## src/rtl/sd_pkg.sv

```systemverilog
// rtl/sd_pkg.sv - shared constants for the SPI-mode SD card responder
// Purpose: command indices, R1 bit positions, FSM state codes, frame length
// and the CRC7 polynomial used by sd_crc7 and sd_spi_responder.
package sd_pkg;

  localparam logic [5:0] CMD0  = 6'd0;
  localparam logic [5:0] CMD8  = 6'd8;
  localparam logic [5:0] CMD41 = 6'd41;
  localparam logic [5:0] CMD55 = 6'd55;
  localparam logic [5:0] CMD58 = 6'd58;

  // R1 = {0, param, addr, erase_seq, crc_err, illegal, erase_rst, idle}
  localparam int R1_IDLE    = 0;
  localparam int R1_ILLEGAL = 2;
  localparam int R1_CRC_ERR = 3;

  localparam int FRAME_BITS = 48;

  // x^7 + x^3 + 1 without the implicit x^7 term
  localparam logic [6:0] CRC7_POLY = 7'h09;

  typedef logic [1:0] state_t;
  localparam state_t ST_HUNT = 2'd0;
  localparam state_t ST_CMD  = 2'd1;
  localparam state_t ST_NCR  = 2'd2;
  localparam state_t ST_RESP = 2'd3;

endpackage

```

## src/rtl/sd_crc7.sv

```systemverilog
// rtl/sd_crc7.sv - serial CRC7 generator/checker for SD command frames
// Purpose: bit-serial CRC7 (poly x^7+x^3+1, init 0), one bit per enabled clock.
// Ports:
//   clock  in   system clock
//   reset  in   synchronous active-high reset
//   clear  in   return the remainder to 0 (wins over enable)
//   enable in   fold data into the remainder this clock
//   data   in   next message bit, MSB first
//   crc    out  current 7-bit remainder
module sd_crc7
  import sd_pkg::*;
(
  input  logic       clock,
  input  logic       reset,
  input  logic       clear,
  input  logic       enable,
  input  logic       data,
  output logic [6:0] crc
);

  logic feedback;
  assign feedback = data ^ crc[6];

  always_ff @(posedge clock) begin
    if (reset || clear) begin
      crc <= 7'h00;
    end else if (enable) begin
      crc <= {crc[5:0], 1'b0} ^ (feedback ? CRC7_POLY : 7'h00);
    end
  end

endmodule

```

## src/rtl/sd_spi_responder.sv

```systemverilog
// rtl/sd_spi_responder.sv - card-side SPI-mode SD command responder
// Purpose: oversamples SPI mode 0, receives 48-bit command frames, checks
// CRC7, tracks minimal card init state and returns R1/R3/R7 responses.
// Ports:
//   clock, reset         system clock, synchronous active-high reset
//   sclk, cs_n, mosi     asynchronous SPI inputs from the host
//   miso                 card-to-host data, idles high
//   cmd_valid            one-clock pulse per complete received frame
//   cmd_index, cmd_arg   fields of the last received frame
//   card_idle            card still in idle state (R1 bit 0)
module sd_spi_responder
  import sd_pkg::*;
#(
  parameter int          NCR_BYTES  = 1,
  parameter int          INIT_POLLS = 2,
  parameter logic [31:0] OCR        = 32'hC0FF8000,
  parameter bit          CHECK_CRC  = 1'b1
) (
  input  logic        clock,
  input  logic        reset,
  input  logic        sclk,
  input  logic        cs_n,
  input  logic        mosi,
  output logic        miso,
  output logic        cmd_valid,
  output logic [5:0]  cmd_index,
  output logic [31:0] cmd_arg,
  output logic        card_idle
);

  localparam int NCR_BITS = NCR_BYTES * 8;

  logic [2:0] sclk_sync;
  logic [1:0] cs_sync;
  logic [1:0] mosi_sync;

  always_ff @(posedge clock) begin
    if (reset) begin
      sclk_sync <= 3'b000;
      cs_sync   <= 2'b11;
      mosi_sync <= 2'b11;
    end else begin
      sclk_sync <= {sclk_sync[1:0], sclk};
      cs_sync   <= {cs_sync[0], cs_n};
      mosi_sync <= {mosi_sync[0], mosi};
    end
  end

  logic sclk_rise, sclk_fall, cs_active, mosi_bit;
  assign sclk_rise = sclk_sync[1] & ~sclk_sync[2];
  assign sclk_fall = ~sclk_sync[1] & sclk_sync[2];
  assign cs_active = ~cs_sync[1];
  assign mosi_bit  = mosi_sync[1];

  state_t      state;
  logic [5:0]  bit_cnt;
  logic [45:0] frame;     // bits 1..46 of the frame; the start bit is implied
  logic [15:0] ncr_cnt;
  logic [5:0]  resp_cnt;
  logic [5:0]  resp_last;
  logic [39:0] resp_sr;
  logic        app_flag;
  logic [7:0]  poll_cnt;
  logic [6:0]  crc_val;

  logic        start_bit, frame_done, crc_clear, crc_en;
  logic [46:0] frame_full;  // bits 1..47 including the bit arriving now

  assign start_bit  = (state == ST_HUNT) && cs_active && sclk_rise && !mosi_bit;
  assign frame_done = (state == ST_CMD) && sclk_rise && (bit_cnt == 6'(FRAME_BITS - 1));
  assign frame_full = {frame, mosi_bit};
  assign crc_clear  = (state == ST_HUNT) && !start_bit;
  // CRC covers start bit, transmission bit, index and argument (bits 0..39)
  assign crc_en     = start_bit || ((state == ST_CMD) && sclk_rise && (bit_cnt < 6'd40));

  sd_crc7 u_crc7 (
    .clock  (clock),
    .reset  (reset),
    .clear  (crc_clear),
    .enable (crc_en),
    .data   (mosi_bit),
    .crc    (crc_val)
  );

  logic [5:0]  rx_index;
  logic [31:0] rx_arg;
  assign rx_index = frame_full[45:40];
  assign rx_arg   = frame_full[39:8];

  logic        crc_fail, illegal, is_long, nxt_idle, nxt_app;
  logic [7:0]  nxt_polls, r1;
  logic [31:0] tail;
  logic [39:0] resp_word;

  always_comb begin
    nxt_idle  = card_idle;
    nxt_app   = app_flag;
    nxt_polls = poll_cnt;
    illegal   = 1'b0;
    is_long   = 1'b0;
    tail      = 32'h0;
    // The whole last byte is compared, so a missing end bit counts as a CRC error
    crc_fail  = (CHECK_CRC && (frame_full[7:0] != {crc_val, 1'b1})) || !frame_full[46];
    if (!crc_fail) begin
      nxt_app = 1'b0;
      if (rx_index == CMD0) begin
        nxt_idle  = 1'b1;
        nxt_polls = 8'd0;
      end else if (rx_index == CMD8) begin
        is_long = 1'b1;
        tail    = {16'h0000, 4'h0, rx_arg[11:8], rx_arg[7:0]};
      end else if (rx_index == CMD55) begin
        nxt_app = 1'b1;
      end else if ((rx_index == CMD41) && app_flag) begin
        if (poll_cnt < 8'(INIT_POLLS)) nxt_polls = poll_cnt + 8'd1;
        if (nxt_polls >= 8'(INIT_POLLS)) nxt_idle = 1'b0;
      end else if (rx_index == CMD58) begin
        is_long = 1'b1;
        tail    = OCR;
      end else begin
        illegal = 1'b1;
      end
    end
    r1             = 8'h00;
    r1[R1_IDLE]    = nxt_idle;
    r1[R1_ILLEGAL] = illegal;
    r1[R1_CRC_ERR] = crc_fail;
    resp_word      = {r1, tail};
  end

  always_ff @(posedge clock) begin
    if (reset) begin
      state     <= ST_HUNT;
      bit_cnt   <= 6'd0;
      frame     <= '0;
      ncr_cnt   <= 16'd0;
      resp_cnt  <= 6'd0;
      resp_last <= 6'd0;
      resp_sr   <= '0;
      miso      <= 1'b1;
      cmd_valid <= 1'b0;
      cmd_index <= 6'd0;
      cmd_arg   <= 32'd0;
      card_idle <= 1'b1;
      app_flag  <= 1'b0;
      poll_cnt  <= 8'd0;
    end else begin
      cmd_valid <= 1'b0;
      if (!cs_active) begin
        state   <= ST_HUNT;
        miso    <= 1'b1;
        bit_cnt <= 6'd0;
      end else begin
        case (state)
          ST_HUNT: begin
            // Returning to 1 on a fall keeps the last response bit valid for its rise
            if (sclk_fall) miso <= 1'b1;
            if (start_bit) begin
              state   <= ST_CMD;
              bit_cnt <= 6'd1;
              frame   <= '0;
            end
          end
          ST_CMD: begin
            if (sclk_rise) begin
              frame   <= frame_full[45:0];
              bit_cnt <= bit_cnt + 6'd1;
            end
            if (frame_done) begin
              cmd_valid <= 1'b1;
              cmd_index <= rx_index;
              cmd_arg   <= rx_arg;
              card_idle <= nxt_idle;
              app_flag  <= nxt_app;
              poll_cnt  <= nxt_polls;
              resp_sr   <= resp_word;
              resp_last <= is_long ? 6'd39 : 6'd7;
              ncr_cnt   <= 16'd0;
              state     <= ST_NCR;
            end
          end
          ST_NCR: begin
            if (sclk_fall) begin
              miso <= 1'b1;
              if (ncr_cnt == 16'(NCR_BITS - 1)) begin
                state    <= ST_RESP;
                resp_cnt <= 6'd0;
              end else begin
                ncr_cnt <= ncr_cnt + 16'd1;
              end
            end
          end
          default: begin
            if (sclk_fall) begin
              miso    <= resp_sr[39];
              resp_sr <= {resp_sr[38:0], 1'b0};
              if (resp_cnt == resp_last) state <= ST_HUNT;
              else resp_cnt <= resp_cnt + 6'd1;
            end
          end
        endcase
      end
    end
  end

endmodule

```

## config.mk

```make
export PLATFORM = sky130hd
export DESIGN_NAME = sd_spi_responder
export DESIGN_NICKNAME = d
export VERILOG_FILES = /design/src/rtl/sd_pkg.sv /design/src/rtl/sd_crc7.sv /design/src/rtl/sd_spi_responder.sv
export SDC_FILE = /design/constraint.sdc
export NUM_CORES = 1
export LEC_CHECK = 0
export ABC_AREA = 0
export BUFFER_PORTS_ARGS = -buffer_cell sky130_fd_sc_hd__buf_4
export CORE_MARGIN = 2
export CORE_UTILIZATION = 40
export CTS_CLUSTER_SIZE = 10
export DETAILED_ROUTE_END_ITERATION = 6
export HOLD_SLACK_MARGIN = 0.08
export SKIP_LAST_GASP = 1
export SYNTH_ARGS = -nofsm -noshare
export SYNTH_HDL_FRONTEND = slang
export SYNTH_SLANG_ARGS = --single-unit
export TNS_END_PERCENT = 20
```

## constraint.sdc

```tcl
create_clock -name clock -period 4.8 [get_ports clock]
set_input_delay 0.96 -clock clock [delete_from_list [all_inputs] [get_ports clock]]
set_output_delay 0.96 -clock clock [all_outputs]
set_load 0.01 [all_outputs]
```

==> results_dict.tcl <==
set metrics [dict create \
    critical_path_buf_inv_count 3 \
    antenna_found_initial 0 \
    multi_input_area_um2 3470 \
    critical_path_class "reg2reg" \
    die_h_um 140 \
    die_x_um 140 \
    core_um2 18000 \
    drt-initial-drc-count 411 \
    fin_nets 904 \
    synthArstFlopShare 0 \
    required_ps 5080 \
    clock_path_buffers 2 \
    pre_cts_slack_ps 1330 \
    tightest_slew_ps 1070 \
    final_cell_mix "dfxtp_1, nand2_1, a21oi_1" \
    powerDensity_nw_per_um2 341 \
    start_util 0.410 \
    cpMaxStageDelayCell "a31oi_1" \
    yosysUniqueCellTypes 62 \
    min_period_over_period 0.708 \
    dp.cells 1102 \
    max_slew_margin 0.287 \
    ant_nets 0 \
    finClkSkew_ps 9.54 \
    final_common_cell "dfxtp_1" \
    dominantRegCellSynth "dfxtp_1" \
    grt.overflow.total 0 \
    run_status "complete, no violations" \
    vias_per_cell 5.34 \
    p_total_mw 2.86 \
    period_needed_ps 3400 \
    ff_latch_area_um2 3640 \
    clk_latency_ps 440 \
    grt_pass1_vias 5581 \
    drive_gt1_frac 0.118 \
    die-area_um2 19600 \
    drc_errors 0 \
    clk_pin_slew_worst_paths_ps 70 \
    critPathMaxStageDelay_ps 780 \
    h-tree-depth 4 \
    ios 46 \
    grt_setup_unrepaired "false" \
    vias 6052 \
    max_freq_mhz 294 \
    grt_usage 0.173 \
    cap_violations 0 \
    synth_seq_cells 182 \
    post-cts-setup-buffers 0 \
    syn_inst 881 \
    synth_edf_count 0 \
    reg2reg_depth 8 \
    grt_pass1_wl_mm 28.1 \
    path_depth 8 \
    ir_worst_vdd_mv 0.320 \
    syn_nets 893 \
    path_max_fanout 31 \
    cts_resized 0 \
    cpMostUsedCell "buf_4" \
    cts_made_buffers 17 \
    crit_family "compound AO/OA/AOI/OAI gates" \
    drt_first_pass_iters 5 \
    critPathArrivalTime_ps 3680 \
    setup_viol 0 \
    min_path_cells 1 \
    hold_class "reg2reg" \
    wl_per_cell_um 14.5 \
    n_fill_cell 1768 \
    yosysSeqAreaShare 0.493 \
    clock-root-buffer "clkbuf_16" \
    fin_ws_ps 1400 \
    hold_violations 0 \
    num_rows 49 \
    grt_start_max_net_pins 60 \
    static-leakage-power_nw 2.84 \
    crit_path_start_kind "register" \
    fin_cells 1134 \
    diodes 0 \
    end_kind "register" \
    dpl.hpwl_mm 10.1 \
    syn_to_final_growth_pct 13.3 \
    slew_violations 0 \
    ys_warn_count 0 \
    gp_congestion 0.755 \
    syn_avg_cell_area_um2 8.39 \
    numClockSinks 182 \
    cts_tree "built" \
    crit_chain "inv_1 -> ha_2 -> buf_4 -> or3b_2 -> a211o_1 -> buf_4 -> a31oi_1 -> a211oi_1" \
    syn_area_um2 7400 \
    tns_ps 0 \
    wirelength_mm 16.5 \
    finish.utilization 0.465 \
    postCtsHoldBufs 0 \
    port_buffers 45 \
]
Yosys cell counts (4+ instances only):
master / instances / area share
nor4b_1: 5 / 0.0059
or4_1: 7 / 0.0071
nand4_1: 11 / 0.0093
a31oi_1: 4 / 0.0034
xor2_1: 6 / 0.0071
o31ai_1: 7 / 0.0071
nand2b_1: 6 / 0.0051
nand3_1: 60 / 0.041
xnor2_1: 9 / 0.011
clkbuf_1: 51 / 0.026
mux2i_1: 11 / 0.015
a221oi_1: 11 / 0.013
dfxtp_1: 182 / 0.49
buf_2: 6 / 0.0041
ha_1: 7 / 0.012
a211oi_1: 11 / 0.011
nor2_1: 68 / 0.035
and2_1: 8 / 0.0068
buf_4: 5 / 0.0051
nor3_1: 23 / 0.016
a21oi_1: 105 / 0.071
and3_1: 5 / 0.0042
a22oi_1: 15 / 0.015
nor4_1: 4 / 0.0034
nand2_1: 164 / 0.083
o21ai_0: 13 / 0.0088
or3_1: 9 / 0.0076
nor2b_1: 9 / 0.0076
or2_2: 10 / 0.0085
inv_1: 9 / 0.0046
path summary, 6_finish.rpt:
check / slack [ps] / startpoint / to
setup reg to reg: 1400 / state[1]$_SDFFE_PP0P_ / resp_sr[31]$_SDFFE_PP0P_
hold / removal: 420 / mosi_sync[0]$_SDFF_PP1_ / mosi_sync[1]$_SDFF_PP1_
hold reg to reg: 420 / mosi_sync[0]$_SDFF_PP1_ / mosi_sync[1]$_SDFF_PP1_
setup / recovery: 1400 / state[1]$_SDFFE_PP0P_ / resp_sr[31]$_SDFFE_PP0P_
area by class of cell:
class,count,area share
sequential,182,0.435
multi-input combinational,626,0.414
clock buffer,19,0.0517
timing repair buffer,55,0.0493
tap,229,0.0342
clock inverter,13,0.0118
inverter,10,0.00448
power breakdown:
part | switching, mW | internal [mW] | leakage, nW
Sequential | 0.00633 | 1.51 | 1.47
Combinational | 0.0304 | 0.0142 | 1.14
Clock | 0.629 | 0.666 | 0.242
Total | 0.666 | 2.19 | 2.84
sequential cells by signal, indices dropped and copies added (netlist names):
signal,flops
sclk_sync,3
resp_sr,40
u_crc7.crc,7
mosi_sync,2
cs_sync,2
resp_last,2
cmd_arg,32
ncr_cnt,16
bit_cnt,6
poll_cnt,8
app_flag,1
miso,1
state,2
resp_cnt,6
frame,46
cmd_valid,1
cmd_index,6
card_idle,1
layer usage:
layer | vias up | track usage | wire length, um
met4 | 0 | 0.0395 | 111
li1 | 3103 | - | -
met5 | - | 0 | 0
met3 | 10 | 0.0485 | 610
met2 | 90 | 0.271 | 7310
met1 | 2849 | 0.238 | 8460
cell families after synthesis:
kind of cell / Yosys count / synth area share
AND/OR/NAND/NOR: 401 / 0.256
buffers and inverters: 73 / 0.0416
flip-flops: 182 / 0.493
multiplexers: 11 / 0.0149
adder cells (fa/ha/maj): 7 / 0.0118
XOR/XNOR: 15 / 0.0178
AO/OA/AOI/OAI: 192 / 0.165
through the flow:
stage / area (um^2) / hold WS, ps
floorplan: 7400 / 389
global placement: 7850 / 401
detailed placement: 7850 / 397
CTS: 8380 / 415
global route: 8380 / 429
finish: 8380 / 415
No activity file was read; power rests on OpenSTA's default activity.
